<file path="src/rtl/display_4digit_scanner.sv">
// ---------------------------------------------------------------------------
// display_4digit_scanner
//   Time-multiplexed driver for a 4-digit common-cathode 7-segment display.
//   Each digit owns a slot of PRESCALE clocks; the first BLANK_CYCLES of every
//   slot turn all digits off to avoid ghosting. New data is staged in a
//   shadow register and only promoted to the displayed (active) register at
//   the frame boundary, so a frame never mixes old and new values.
//
// Ports
//   clk         system clock, rising edge
//   rst         asynchronous active-high reset
//   load        one-cycle strobe capturing digits/dp_in
//   digits      four hex nibbles, digit0 = [3:0] (rightmost)
//   dp_in       decimal point per digit
//   blank_lz    leading-zero blanking enable (sampled every cycle)
//   seg         segment drive {g,f,e,d,a,b,dp,c}, active-high, registered
//   digit_sel   one-hot digit enable, registered
//   frame_done  one-cycle pulse on the last cycle of a full scan, registered
// ---------------------------------------------------------------------------
module display_4digit_scanner #(
    parameter int unsigned PRESCALE     = 1000,
    parameter int unsigned BLANK_CYCLES = 2
) (
    input  logic        clk,
    input  logic        rst,
    input  logic        load,
    input  logic [15:0] digits,
    input  logic [3:0]  dp_in,
    input  logic        blank_lz,
    output logic [7:0]  seg,
    output logic [3:0]  digit_sel,
    output logic        frame_done
);

    localparam logic [15:0] PRE_MAX = 16'(PRESCALE - 1);
    localparam logic [15:0] BLANK   = 16'(BLANK_CYCLES);

    logic [15:0]      pre_q, pre_d;
    logic [1:0]       slot_q, slot_d;
    logic [3:0][3:0]  shd_dig_q, shd_dig_d;
    logic [3:0]       shd_dp_q, shd_dp_d;
    logic [3:0][3:0]  act_dig_q, act_dig_d;
    logic [3:0]       act_dp_q, act_dp_d;
    logic             pend_q, pend_d;
    logic [7:0]       seg_q, seg_d;
    logic [3:0]       sel_q, sel_d;
    logic             fd_q, fd_d;

    logic             slot_wrap;
    logic             frame_wrap;
    logic [3:0]       lz_blank;
    logic [3:0]       cur_nib;

    function automatic logic [7:0] hex_decode(input logic [3:0] nib);
        logic [7:0] s;
        case (nib)
            4'h0: s = 8'b0111_1101;
            4'h1: s = 8'b0000_0101;
            4'h2: s = 8'b1011_1100;
            4'h3: s = 8'b1001_1101;
            4'h4: s = 8'b1100_0101;
            4'h5: s = 8'b1101_1001;
            4'h6: s = 8'b1111_1001;
            4'h7: s = 8'b0000_1101;
            4'h8: s = 8'b1111_1101;
            4'h9: s = 8'b1101_1101;
            4'hA: s = 8'b1110_1101;
            4'hB: s = 8'b1111_0001;
            4'hC: s = 8'b0111_1000;
            4'hD: s = 8'b1011_0101;
            4'hE: s = 8'b1111_1000;
            default: s = 8'b1110_1000;
        endcase
        return s;
    endfunction

    always_comb begin
        pre_d      = pre_q + 16'd1;
        slot_d     = slot_q;
        shd_dig_d  = shd_dig_q;
        shd_dp_d   = shd_dp_q;
        act_dig_d  = act_dig_q;
        act_dp_d   = act_dp_q;
        pend_d     = pend_q;

        slot_wrap  = (pre_q == PRE_MAX);
        frame_wrap = slot_wrap && (slot_q == 2'd3);

        if (slot_wrap) begin
            pre_d  = 16'd0;
            slot_d = slot_q + 2'd1;
        end

        if (frame_wrap) begin
            // A load landing exactly on the boundary bypasses the shadow.
            if (load) begin
                act_dig_d = digits;
                act_dp_d  = dp_in;
            end else if (pend_q) begin
                act_dig_d = shd_dig_q;
                act_dp_d  = shd_dp_q;
            end
            pend_d = 1'b0;
        end else if (load) begin
            shd_dig_d = digits;
            shd_dp_d  = dp_in;
            pend_d    = 1'b1;
        end

        // Outputs are derived from next-state so they update on the same
        // edge as the counters they reflect.
        lz_blank[3] = blank_lz && (act_dig_d[3] == 4'h0);
        lz_blank[2] = lz_blank[3] && (act_dig_d[2] == 4'h0);
        lz_blank[1] = lz_blank[2] && (act_dig_d[1] == 4'h0);
        lz_blank[0] = 1'b0;

        cur_nib = act_dig_d[slot_d];
        seg_d   = 8'h00;
        sel_d   = 4'b0000;
        if (pre_d >= BLANK) begin
            seg_d = (lz_blank[slot_d] ? 8'h00 : hex_decode(cur_nib))
                  | {6'b0, act_dp_d[slot_d], 1'b0};
            sel_d = 4'b0001 << slot_d;
        end

        fd_d = (slot_d == 2'd3) && (pre_d == PRE_MAX);
    end

    always_ff @(posedge clk or posedge rst) begin
        if (rst) begin
            pre_q     <= '0;
            slot_q    <= '0;
            shd_dig_q <= '0;
            shd_dp_q  <= '0;
            act_dig_q <= '0;
            act_dp_q  <= '0;
            pend_q    <= 1'b0;
            seg_q     <= '0;
            sel_q     <= '0;
            fd_q      <= 1'b0;
        end else begin
            pre_q     <= pre_d;
            slot_q    <= slot_d;
            shd_dig_q <= shd_dig_d;
            shd_dp_q  <= shd_dp_d;
            act_dig_q <= act_dig_d;
            act_dp_q  <= act_dp_d;
            pend_q    <= pend_d;
            seg_q     <= seg_d;
            sel_q     <= sel_d;
            fd_q      <= fd_d;
        end
    end

    assign seg        = seg_q;
    assign digit_sel  = sel_q;
    assign frame_done = fd_q;

endmodule

</file>
<file path="config.mk">
export PLATFORM = sky130hd
export DESIGN_NAME = display_4digit_scanner
export DESIGN_NICKNAME = d
export VERILOG_FILES = /design/src/rtl/display_4digit_scanner.sv
export SDC_FILE = /design/constraint.sdc
export NUM_CORES = 1
export LEC_CHECK = 0
export BUFFER_PORTS_ARGS = -buffer_cell sky130_fd_sc_hd__buf_2
export CAP_MARGIN = 20
export CORE_UTILIZATION = 45
export CTS_BUF_LIST = sky130_fd_sc_hd__clkbuf_8
export CTS_CLUSTER_SIZE = 40
export DETAILED_ROUTE_END_ITERATION = 16
export GPL_ROUTABILITY_DRIVEN = 0
export PLACE_DENSITY_LB_ADDON = 0.3
export SYNTH_ARGS = -nofsm -noshare
export SYNTH_HDL_FRONTEND = slang
export SYNTH_SLANG_ARGS = --single-unit
</file>
<file path="constraint.sdc">
create_clock -name clk -period 4.7 [get_ports clk]
set_input_delay 0.705 -clock clk [delete_from_list [all_inputs] [get_ports clk]]
set_output_delay 0.705 -clock clk [all_outputs]
set_load 0.02 [all_outputs]
</file>
Word level (Yosys, flattened, before mapping)
Memory sizes are Yosys's and may differ from the RTL's.
Cells that the tools add are included.
{ "totals": {"regBits": 72, "rom_bits": 112, "memories": 1} }
{ "memory_table": {"columns": ["name", "depth", "width", "rd", "rd_ports_with_merged_regs", "write_ports", "line", "source"], "rows": [
  ["(no name shown)", 16, 7, 1, 0, 0, "56", "case (nib)"]
]} }
{ "classes": {"n_addsub": 2, "order_cmp": 2, "eq_ne": 4, "shifts": 1, "n_mux": 20, "n_bitwise": 2, "n_reduce_logical": 10} }
{ "ops": {"columns": ["cell", "count"], "rows": [
  ["2-to-1 mux 16 bit", 4],
  ["equality test 16 x 10 -> 1 bit, second input constant", 2],
  ["2-to-1 mux 8 bit", 3],
  ["2-to-1 mux 4 bit", 5],
  ["adder 16 x 1 -> 16 bit, second input constant", 1],
  ["greater-or-equal comparator 16 x 2 -> 1 bit, second input constant", 1],
  ["zero test 4 bit", 3],
  ["binary-select mux 4 bit (select 2 bit)", 1],
  ["bitwise OR 8 x 2 -> 8 bit", 1],
  ["logical AND 1 bit", 5],
  ["binary-select mux 1 bit (select 2 bit)", 2],
  ["equality test 2 bit, second input constant", 2],
  ["2-to-1 mux 1 bit", 4],
  ["<< shifter 1 x 2 -> 4 bit, first input constant", 1],
  ["< comparator 2 x 3 -> 1 bit, second input constant", 1],
  ["adder 2 x 1 -> 2 bit, second input constant", 1],
  ["2-to-1 mux 2 bit", 1],
  ["AND reduction 2 bit", 1],
  ["nonzero test 2 bit", 1],
  ["inverter 1 bit", 1]
]} }

Depth between registers and ports, before layout
{ "logic_depth": {"word_depth": 12, "depth_mapped": 14} }

Worst setup path after synthesis
No wires, ideal clock.
{ "synth_path": {"kind": "register -> register", "startpoint": "register pre_q[10]", "endpoint": "register seg_q[7], in the netlist seg[7]", "setup_ns": 0.087, "arrival_time_ns": 3.567, "slack_ns": 1.046, "stages_incl_launch_ff": 13, "path_buffers": 1, "cell_sequence": "dfrtp_1 > buf_6 > or4_4 > nor4_4 > mux2i_1 > clkinv_2 > nand2_1 > o22ai_1 > a21oi_1 > inv_1 > ha_1 > a22o_1 > a211oi_2"} }
{ "synth_between": {"elab_cells_between_ends": 22, "classes_between": "1 x add/sub; 1 x order compare; 1 x eq/ne; 10 x mux; 1 x bitwise; 7 x reduce/logical; 1 x memory"} }
{ "synth_rtl": {"columns": ["element", "line", "source"], "rows": [
  ["start, declared", "38", "logic [15:0] pre_q, pre_d;"],
  ["start signal, assigned", "142", "pre_q <= pre_d;"],
  ["equality test 16 x 10 -> 1 bit (*)", "86", "slot_wrap = (pre_q == PRE_MAX);"],
  ["2-to-1 mux 2 bit (*)", "89", "if (slot_wrap) begin"],
  ["net slot_d[1]", "39", "logic [1:0] slot_q, slot_d;"],
  ["binary-select mux 4 bit (select 2 bit)", "117", "cur_nib = act_dig_d[slot_d];"],
  ["2-to-1 mux 4 bit (implied by the code)", "117", null],
  ["memory (16 x 7 bit)", null, null],
  ["2-to-1 mux 8 bit", "120", "if (pre_d >= BLANK) begin"],
  ["2-to-1 mux 8 bit (*)", "121", "seg_d = (lz_blank[slot_d] ? 8'h00 : hex_decode(cur_nib))"],
  ["bitwise OR 8 x 2 -> 8 bit (*)", "122", "| {6'b0, act_dp_d[slot_d], 1'b0};"],
  ["2-to-1 mux 8 bit (*)", "120", null],
  ["net seg_d[7]", "45", "logic [7:0] seg_q, seg_d;"],
  ["end signal, assigned", "149", "seg_q <= seg_d;"],
  ["end, declared", "45", null]
]} }
The timed path passes the listed nets; every way through them passes the cells marked *. The select of a mux whose other input is x is not followed.
A chain may end at the register's enable or synchronous reset.

Worst setup path after layout
{ "layout_path": {"startpoint": "register pre_q[4]", "endpoint": "register seg_q[7], in the netlist seg[7]"} }
The elaborated chain is that of the path after synthesis.

==> results by group <==
Status
  • Run status: complete, no violations

Yosys
  • Count of unique library cells instantiated by Yosys: 56
  • Number of nets produced by synthesis: 400
  • Yosys Warn Count: 0
  • Async SR Flop Fraction: 1.00
  • Dominant cell type by area after synthesis: dfrtp_1
  • Sequential element share of the synthesized area: 0.476
  • Number of synthesized flops with an enable pin: 0
  • Avg Inst Size Synth: just over 10 um^2
  • Cell count after synthesis: about 370
  • Main flop type after synthesis: dfrtp_1
  • Flop and latch count out of synthesis: approximately 70
  • Dominant cells by area after synthesis: dfrtp_1 48%, mux2_2 6.2%, nand2_1 3.2%
  • Portion of synthesized cell area occupied by the leading cell type: 0.476
  • Summed instance area of the synthesized netlist: roughly 0.0038 mm^2

Timing
  • Max Clock Skew: 0.00950 ns
  • Worst-margin pin slew: between 0.9 and 1 ns
  • Headroom to the max-slew limit: 0.396
  • Setup repair after global routing missed its margin: no
  • Period Utilization, post-route: 0.866
  • Final worst-path setup slack: between 0.6 and 0.7 ns
  • Final Max Tran Viols: 0
  • Final number of hold-violating endpoints: 0
  • Fmax achieved: 246 MHz
  • Hold WS: around 0.33 ns
  • Final setup violating endpoints: 0
  • Minimum clock period: 4.07 ns
  • Fin Setup TNS: 0 ns

Run
  • Max-Cap Viols: 0

Global route
  • Total track usage: 0.211
  • Largest net degree at the start of global routing: 56
  • Remaining global-route overflow: 0
  • Global-route wire length before repair: ~14 mm
  • Initial antenna violation count: 0
  • Number of global-route vias before repair: 2,858

Place
  • Post-placement setup slack: 0.643 ns
  • DP Cell Count: 500
  • Number of I/O port buffers: 36
  • Total half-perimeter wirelength after legalization and detailed placement: 5.91 mm
  • Placed standard-cell area: 0.00409 mm^2

CTS
  • Maximum buffer depth of the clock tree: 2
  • Total setup buffers inserted after CTS: 0
  • Clock latency reported for the late side of the worst-skew pair: ~0.33 ns
  • Cts-stage hold buffer count: 0
  • Sink Count: 72
  • Number of gates given a new drive strength after cts: 0
  • Number of buffers created by CTS: 9
  • Clock tree from TritonCTS: yes
  • Number of H-tree levels: 3
  • Root cell of the clock tree: clkbuf_8
  • Worst-path clk slew: about 0.080 ns

Floorplan
  • Floorplan row count: 33
  • Initial Util: 0.463
  • Core Area: 0.00818 mm^2
  • Overall die height: roughly 94 um
  • Total Die Area: 0.00878 mm^2
  • Number of I/O pins: 37
  • Die extent in x: 93.7 um

Routing
  • DRC: 0
  • Routed length per placed instance: between 15 and 20 um
  • Count of TritonRoute iterations in the first routing pass: 4
  • Overall via count from detail_route: approximately 2,900
  • DR vias/cell: between 5 and 6
  • Violation count after the first detailed-route iteration: approximately 180
  • Wire length reported by the detailed router: roughly 8.3 mm
  • Post-detailed-route count of antenna-violating nets: 0

Finish
  • Diodes inserted: 0
  • Most used cells in the layout excluding fill and tap cells: 72 x dfrtp_1, 36 x buf_2, 32 x nand2_1
  • Design Area, Final: around 0.0043 mm^2
  • NumNets Final: roughly 440
  • Fraction of layout instances using a drive strength above 1: 0.236
  • Post-synthesis to final-layout area growth: 14.2%
  • Final cell count without fillers: between 500 and 600
  • Most frequent standard cell in the layout excluding fill and tap cells: dfrtp_1
  • Post-layout util: 0.529

Power and ir drop
  • Power per Cell Area: about 300 mW/mm^2
  • Static leakage: ~2.0 nW
  • Worst ir drop on vdd: between 100 and 150 uV
  • Total power draw: between 1 and 1.5 mW

Setup path
  • Data required time at the worst endpoint: 4.94 ns
  • Critical path peak fanout: 10
  • Endpoint kind of the worst setup timing path: flop
  • Startpoint Class: flop
  • Data arrival time of the worst path: 4.32 ns
  • Worst Path Class, Setup: reg2reg
  • Flop2flop setup slack: 0.63 ns

Min path
  • Path type of the worst min-delay path: in2async
## registers in the layout, summed over array words and instances, names as in the netlist
register / cells
digit_sel: 4
pend_q: 1
slot_q: 2
act_dig_q: 16
shd_dp_q: 4
act_dp_q: 4
frame_done: 1
seg: 8
shd_dig_q: 16
pre_q: 16
## cell type report
class	instances	area, um^2
Fill cell	731	3850
Multi-Input combinational cell	253	1810
Sequential cell	72	1800
Timing Repair Buffer	44	240
Clock buffer	12	165
Tap cell	105	131
Inverter	26	98.8
Clock inverter	4	75.1
## synth_stat cells (6+ instances only)
master    instances
mux2i_1           9
nor4_1            6
a21oi_1          10
nor2_1           23
mux2_2           21
nand2_1          32
ha_1              9
xnor2_1           6
o21ai_0          13
o22ai_1           7
and2_1            7
nand3_1          23
clkbuf_1         11
a32oi_1          12
dfrtp_1          72
nor3_1            7
inv_1            24
## worst paths after layout
kind / end / cells past startpoint / start
max: seg[7]$_DFF_PP0_ / 11 / pre_q[4]$_DFF_PP0_
min: digit_sel[2]$_DFF_PP0_ / 2 / rst
max reg2reg: seg[7]$_DFF_PP0_ / 11 / pre_q[4]$_DFF_PP0_
min reg2reg: act_dig_q[2]$_DFF_PP0_ / 2 / act_dig_q[2]$_DFF_PP0_
max in group asynchronous: seg[2]$_DFF_PP0_ / 3 / rst
min in group clk: act_dig_q[2]$_DFF_PP0_ / 2 / act_dig_q[2]$_DFF_PP0_
## power by group
| part | internal [mW] | switching [mW] |
|---|---|---|
| sequential | 0.637 | 0.00944 |
| combinational | 0.0262 | 0.0328 |
| clock | 0.343 | 0.230 |
## worst max-delay path, stage by stage, from the launching register on
cell and delay, ns:
dfrtp_1 0.42, or4_1 0.68, nor4_4 0.62, xnor2_2 0.30, clkinv_1 0.40, nand2_1 0.22
o22ai_1 0.08, a21oi_1 0.37, inv_1 0.16, ha_1 0.27, a22o_1 0.24, a211oi_2 0.21
## per-layer routing
metal  track usage  up-vias  part of all wire  routed length, um
li1              -     1419                 -                  -
met1         0.296     1422              0.47               3880
met2         0.329       73              0.48               4010
met3        0.0445        7             0.045                371
met4        0.0603        0            0.0088                 73
met5             0        -                 0                  0
## cells by family (layout without fill, tap and decap cells)
family / after synthesis / after routing / synth area share
AOI/OAI and AO/OA: 70 / 70 / 0.129
xor gates and xnor gates: 10 / 10 / 0.0251
adders and majority gates: 9 / 9 / 0.0297
buffers and inverters: 42 / 86 / 0.0453
DFF: 72 / 72 / 0.476
muxes: 34 / 34 / 0.108
and+or+nand+nor: 130 / 130 / 0.187
Power figures use the tool's default switching activity.
